<file path="config.mk">
export PLATFORM = sky130hd
export DESIGN_NAME = timer_arbiter
export DESIGN_NICKNAME = d
export VERILOG_FILES = /design/src/rtl/timer_arbiter.sv
export SDC_FILE = /design/constraint.sdc
export NUM_CORES = 1
export LEC_CHECK = 0
export ABC_AREA = 1
export BUFFER_PORTS_ARGS = -buffer_cell sky130_fd_sc_hd__buf_2
export CORE_AREA = 2 2 73 58
export DETAILED_ROUTE_END_ITERATION = 8
export DIE_AREA = 0 0 75 60
export GPL_TIMING_DRIVEN = 0
export MAX_ROUTING_LAYER = met4
export PLACE_DENSITY = 0.84
export SYNTH_ARGS = -nofsm -noshare
export SYNTH_HDL_FRONTEND = slang
export SYNTH_SLANG_ARGS = --single-unit
</file>
<file path="constraint.sdc">
create_clock -name clock -period 2.9 [get_ports clock]
set_clock_uncertainty 0.15 [all_clocks]
set_input_delay 0.145 -clock clock [delete_from_list [all_inputs] [get_ports clock]]
set_output_delay 0.145 -clock clock [all_outputs]
set_load 0.05 [all_outputs]
</file>
<file path="src/rtl/timer_arbiter.sv">
// timer_arbiter: round-robin arbiter that lends one shared interval counter to
// several requesters, sequencing the counter through reset/start/overflow.
// Optional feature: define TIMER_ARBITER_TIMEOUT_EN to abandon a grant when the
// counter never reports counting within 8 cycles of START.
//
// state   | meaning
// IDLE    | no grant, waiting for any request
// LOAD    | grant issued, counter held in reset for one cycle
// START   | counter_start held until the counter reports counting
// RUN     | waiting for the overflow edge or a request withdrawal
// RELEASE | one-cycle gap; grant low, last-served index updated
module timer_arbiter #(
  parameter int requesters = 4,
  parameter int bitwidth   = 8
) (
  input  logic                           clock,
  input  logic                           reset,
  input  logic [requesters-1:0]          request,
  input  logic [requesters*bitwidth-1:0] duration,
  output logic [requesters-1:0]          grant,
  output logic [requesters-1:0]          done,
  output logic                           busy,
  output logic                           counter_reset,
  output logic                           counter_start,
  output logic                           counter_stop,
  output logic [bitwidth-1:0]            counter_tick_count_overflow,
  input  logic                           counter_counting,
  input  logic                           counter_overflow,
  output logic                           timeout
);

  localparam int IDXW = (requesters > 1) ? $clog2(requesters) : 1;

  typedef enum logic [2:0] {IDLE, LOAD, START, RUN, RELEASE} state_t;

  state_t              state_q, state_d;
  logic [IDXW-1:0]     idx_q, idx_d;
  logic [IDXW-1:0]     last_q, last_d;
  logic                ovf_prev_q;
  logic [requesters-1:0] grant_q, grant_d, done_q, done_d;
  logic                busy_q, busy_d;
  logic                counter_reset_q, counter_reset_d;
  logic                counter_start_q, counter_start_d;
  logic                counter_stop_q, counter_stop_d;
  logic [bitwidth-1:0] tick_q, tick_d;

  logic [IDXW-1:0]     base;
  logic [IDXW-1:0]     sel;
  logic [bitwidth-1:0] dur_sel;
  logic                found;
  int                  cand;
  logic                pick;
  logic                complete;
  logic                abort;
  logic                tmo_fire;
  logic                ovf_edge;

`ifdef TIMER_ARBITER_TIMEOUT_EN
  logic [3:0] tmr_q, tmr_d;
  logic       timeout_q;
`endif

  // State and output registers; counter_reset is held asserted during reset.
  always_ff @(posedge clock or posedge reset) begin
    if (reset) begin
      state_q         <= IDLE;
      idx_q           <= '0;
      last_q          <= IDXW'(requesters - 1);
      ovf_prev_q      <= 1'b0;
      grant_q         <= '0;
      done_q          <= '0;
      busy_q          <= 1'b0;
      counter_reset_q <= 1'b1;
      counter_start_q <= 1'b0;
      counter_stop_q  <= 1'b0;
      tick_q          <= '0;
`ifdef TIMER_ARBITER_TIMEOUT_EN
      tmr_q           <= '0;
      timeout_q       <= 1'b0;
`endif
    end else begin
      state_q         <= state_d;
      idx_q           <= idx_d;
      last_q          <= last_d;
      ovf_prev_q      <= counter_overflow;
      grant_q         <= grant_d;
      done_q          <= done_d;
      busy_q          <= busy_d;
      counter_reset_q <= counter_reset_d;
      counter_start_q <= counter_start_d;
      counter_stop_q  <= counter_stop_d;
      tick_q          <= tick_d;
`ifdef TIMER_ARBITER_TIMEOUT_EN
      tmr_q           <= tmr_d;
      timeout_q       <= tmo_fire;
`endif
    end
  end

  // Next state: round-robin pick (also from RELEASE so the grant gap is one
  // cycle), abort on withdrawal, completion on the overflow rising edge.
  always_comb begin
    state_d  = state_q;
    idx_d    = idx_q;
    last_d   = last_q;
    pick     = 1'b0;
    complete = 1'b0;
    abort    = 1'b0;
    tmo_fire = 1'b0;
    found    = 1'b0;
    sel      = '0;
    cand     = 0;
    base     = last_q;
`ifdef TIMER_ARBITER_TIMEOUT_EN
    tmr_d    = tmr_q;
`endif
    if (state_q == RELEASE) begin
      base   = idx_q;
      last_d = idx_q;
    end
    for (int k = 1; k <= requesters; k++) begin
      cand = int'(base) + k;
      if (cand >= requesters) cand = cand - requesters;
      if (!found && request[cand]) begin
        found = 1'b1;
        sel   = IDXW'(cand);
      end
    end
    dur_sel  = duration[int'(sel)*bitwidth +: bitwidth];
    ovf_edge = counter_overflow & ~ovf_prev_q;

    case (state_q)
      IDLE, RELEASE: begin
        if (found) begin
          pick  = 1'b1;
          idx_d = sel;
          if (dur_sel == '0) begin
            complete = 1'b1;
            state_d  = RELEASE;
          end else begin
            state_d  = LOAD;
          end
        end else begin
          state_d = IDLE;
        end
      end
      LOAD: begin
`ifdef TIMER_ARBITER_TIMEOUT_EN
        tmr_d = 4'd8;
`endif
        if (!request[idx_q]) begin
          abort   = 1'b1;
          state_d = RELEASE;
        end else begin
          state_d = START;
        end
      end
      START: begin
        if (!request[idx_q]) begin
          abort   = 1'b1;
          state_d = RELEASE;
        end else if (counter_counting) begin
          state_d = RUN;
`ifdef TIMER_ARBITER_TIMEOUT_EN
        end else if (tmr_q == 4'd0) begin
          tmo_fire = 1'b1;
          state_d  = RELEASE;
        end else begin
          tmr_d = tmr_q - 4'd1;
`endif
        end
      end
      RUN: begin
        // A simultaneous overflow edge and withdrawal still counts as done.
        if (ovf_edge) begin
          complete = 1'b1;
          state_d  = RELEASE;
        end else if (!request[idx_q]) begin
          abort   = 1'b1;
          state_d = RELEASE;
        end
      end
      default: state_d = IDLE;
    endcase
  end

  // Registered outputs derived from the upcoming state and transition flags.
  always_comb begin
    grant_d = '0;
    if (state_d == LOAD || state_d == START || state_d == RUN) grant_d[idx_d] = 1'b1;
    done_d = '0;
    if (complete) done_d[idx_d] = 1'b1;
    busy_d          = (state_d != IDLE);
    counter_reset_d = (state_d == LOAD);
    counter_start_d = (state_d == START);
    // Stop pulse lands on the first RELEASE cycle of an abandoned grant.
    counter_stop_d  = abort | tmo_fire;
    tick_d = tick_q;
    if (pick) tick_d = dur_sel;
    else if (state_d == IDLE) tick_d = '0;
  end

  assign grant                       = grant_q;
  assign done                        = done_q;
  assign busy                        = busy_q;
  assign counter_reset               = counter_reset_q;
  assign counter_start               = counter_start_q;
  assign counter_stop                = counter_stop_q;
  assign counter_tick_count_overflow = tick_q;
`ifdef TIMER_ARBITER_TIMEOUT_EN
  assign timeout = timeout_q;
`else
  assign timeout = 1'b0;
`endif

endmodule

</file>
==> metrics.md <==
| Metric | Value |
|---|---|
| Status | `complete, but fails checks` |
| Failing checks | `negative setup slack` |
| Slew of the pin with the lowest slew margin | `1.013 ns` |
| GRT overflow | `0` |
| Final hold vios | `0` |
| Vias | `2,225` |
| WP depth | `24` |
| Final worst-path setup slack | `-0.2485 ns` |
| Util after Layout | `73.37%` |
| Die W | `75 µm` |
| CORE AREA | `3829 µm²` |
| Crit path launch type | `flip-flop` |
| Clock slew at reported path FFs | `0.09 ns` |
| Seq/Total Area, Yosys | `38.83%` |
| Kind of critical path | `reg -> reg` |
| Setup crit start | `state_q[1]$_DFF_PP0_` |
| GRT Total Usage | `21.10%` |
| Delay-heaviest family, CP | `simple AND/OR/NAND/NOR gates` |
| WL/cell | `15.14 µm` |
| R2R setup slack | `-0.25 ns` |
| MaxCap Viol Count | `0` |
| Clock Latency Late Sink | `0.27 ns` |
| Total CTS buffers | `3` |
| Routability Congestion | `0.8973` |
| Reg2Reg Depth | `24` |
| RR Endpoint | `busy$_DFF_PP0_` |
| Clock buffer depth | `2` |
| Die ar. | `4500 µm²` |
| Residual DRC count | `0` |
| # rows | `20` |
| Ys Warns | `0` |
| Crit share post-route | `108.6%` |
| Min-delay src | `duration[18]` |
| Tmin final | `3.149 ns` |
| CP max FO | `6` |
| CP max stage cell | `dfrtp_1` |
| Vias in the first global route | `1,739` |
| Initial Util | `47.39%` |
| Worst Path Required | `2.92 ns` |
| CP Capture Point | `busy$_DFF_PP0_` |
| Max Clk Rate | `0.3176 GHz` |
| Yosys cell types | `26` |
| Pins Over Slew Limit | `0` |
| Routed Antenna Nets | `0` |
| Worst path bufs/invs | `2` |
| Critical path arrival | `3.17 ns` |
| Mapped Cells | `261` |
| Synthesis-to-finish area growth | `54.83%` |
| IO Pins | `61` |
| DR iter-0 viols | `154` |
| Mapped Area | `1814 µm²` |
| Top_reg_cell synth | `dfrtp_1` |
| Post-Route WL | `6100 µm` |
| Share of layout cells above drive strength 1 | `48.85%` |
| Vias per Instance | `5.521` |
| Maximum single-stage delay on the critical path | `0.44 ns` |
| Max-Slew Margin vs Limit | `32.38%` |
| Fill cells | `271` |
| Hold Slack | `0.1296 ns` |
| CTS Root Buffer Type | `clkbuf_8` |
| IO Port Bufs | `59` |
| Unrepaired setup endpoints after global routing | `yes` |
| Antenna violations before repair | `0` |
| # setup viols final | `13` |
| HPWL after DPL | `3346 µm` |
| Final nets | `389` |
| Cells along the critical path | `nor2_4 > nand2_4 > nand2_4 > nand2_4 > clkbuf_16 > nand2_1 > nand2_1 > nand2_1 > nand2_2 > nand2_4 > nand2_2 > nand2_4 > nand3_4 > buf_4 > nand2_1 > nand3_1 > nand2_1 > nand2_1 > nor2_2 > nand2_1 > nand2_2 > nand2_2 > nor2_1 > nand2_1` |
| Worst setup EP type | `flip-flop` |
| Sink Count | `28` |
| Post-Synthesis Net Count | `301` |
| Min-Delay Path Class | `in -> reg` |
| Top cell by count, worst path | `nand2_1` |
| Yosys reg bits | `28` |
| First-pass GRT wire length | `7210 µm` |
| First drt pass iteration count | `5` |
| RR Startpoint | `state_q[1]$_DFF_PP0_` |
| Largest net degree at the start of global routing | `29` |
| TritonCTS clock tree | `built` |
| Number of enable flip-flop cells after synthesis | `0` |
| Syn_area_per_cell | `6.951 µm²` |
| Number of diodes | `0` |
| H-tree depth | `1` |
| Asr flop ratio synth | `100.0%` |
| Chip Height | `60 µm` |
-- worst min-delay path: cells and delay by family --
family | cells | cell delay [ns]
simple gates | 3 | 0.21
compound gates | 1 | 0.07
buf+inv | 1 | 0.10
-- logic make-up after synthesis --
family | after synthesis | synth area share, %
buf+inv | 38 | 9.172
simple gates | 177 | 46.28
compound gates | 17 | 5.517
other cells | 1 | 0.2067
flops | 28 | 38.83
-- worst min path at each step --
stage	end	slack, ns	cells past startpoint
after floorplan	ovf_prev_q$_DFF_PP0_	0.03	0
final	counter_tick_count_overflow[2]$_DFFE_PP0P_	0.13	5
after global routing	counter_tick_count_overflow[5]$_DFFE_PP0P_	0.14	5
after detailed placement	ovf_prev_q$_DFF_PP0_	0.13	1
after global placement	ovf_prev_q$_DFF_PP0_	0.12	1
after CTS	counter_tick_count_overflow[2]$_DFFE_PP0P_	0.12	5
-- per-stage QoR --
| step | std cells | setup slack, ns | TNS (ns) | instance area (µm²) |
|---|---|---|---|---|
| floorplan | 261 | 0.3214 | 0 | 1814 |
| global route | 403 | -0.3092 | -2.960 | 2809 |
| global placement | 375 | -0.02748 | -0.09512 | 2178 |
| finish | 403 | -0.2485 | -2.177 | 2809 |
| detailed placement | 375 | -0.06891 | -0.3021 | 2178 |
| CTS | 384 | -0.005210 | -0.008618 | 2317 |
-- cells in the mapped netlist (2+ instances only) --
master	count	area share [%]
inv_1	29	6.0
o21ai_0	11	3.0
nand4_1	17	5.9
nand3_2	2	1.1
dfrtp_1	25	34
a21oi_1	2	0.55
buf_2	4	1.1
buf_6	2	1.2
nor2_1	21	4.3
dfstp_2	3	4.3
nand2_2	11	3.8
nand3_1	29	8.0
nand2_1	91	19
nand2_4	2	1.2
-- layer usage --
metal | GRT usage, % | vias to the layer above | routed length, µm
met5 | - | - | 0
li1 | - | 1017 | -
met1 | 27.07 | 1030 | 2373
met4 | 5.867 | 0 | 319
met2 | 34.84 | 134 | 2948
met3 | 3.204 | 44 | 459
-- timing repair --
item / in CTS / in global routing
cloned: 0 / 5
hold endpoints to repair: 26 / 0
resized for setup: 4 / 88
buffers inserted: 3 / 14
hold buffers: 2 / 0
setup endpoints to repair: 7 / 13
pin swaps: 2 / 30
-- layout make-up --
class | count | area, µm² | area share, %
clock buffer | 3 | 41.29 | 1.470
multi-input combinational | 197 | 1282 | 45.66
buffer | 8 | 70.07 | 2.494
clock inverter | 1 | 30.03 | 1.069
sequential | 28 | 704.4 | 25.08
timing repair buffer | 81 | 496.7 | 17.68
inverter | 30 | 115.1 | 4.098
tap | 55 | 68.82 | 2.450
-- placed cells by master (no fill, tap or decap), types with 3 or more instances in the layout --
cell type   n
dfstp_2     3
nor2_2      7
nor2_1     14
nand3_2     9
nand2_1    62
nand2_2    26
dfrtp_1    25
nand3_4     6
buf_2      61
buf_6       3
o21ai_4     3
buf_4      18
nand4_1    17
nand2_4    14
o21ai_0     9
inv_1      27
nand3_1    17
clkbuf_8    3
-- flip-flops by register name, indices dropped and copies added (netlist names) --
register,flops
done,4
grant,4
counter_reset,1
counter_tick_count_overflow,8
last_q,2
counter_stop,1
ovf_prev_q,1
idx_q,2
busy,1
state_q,3
counter_start,1
Power is not shown: default switching activity piles up to over one toggle a cycle in this logic, so the estimate is an artifact.
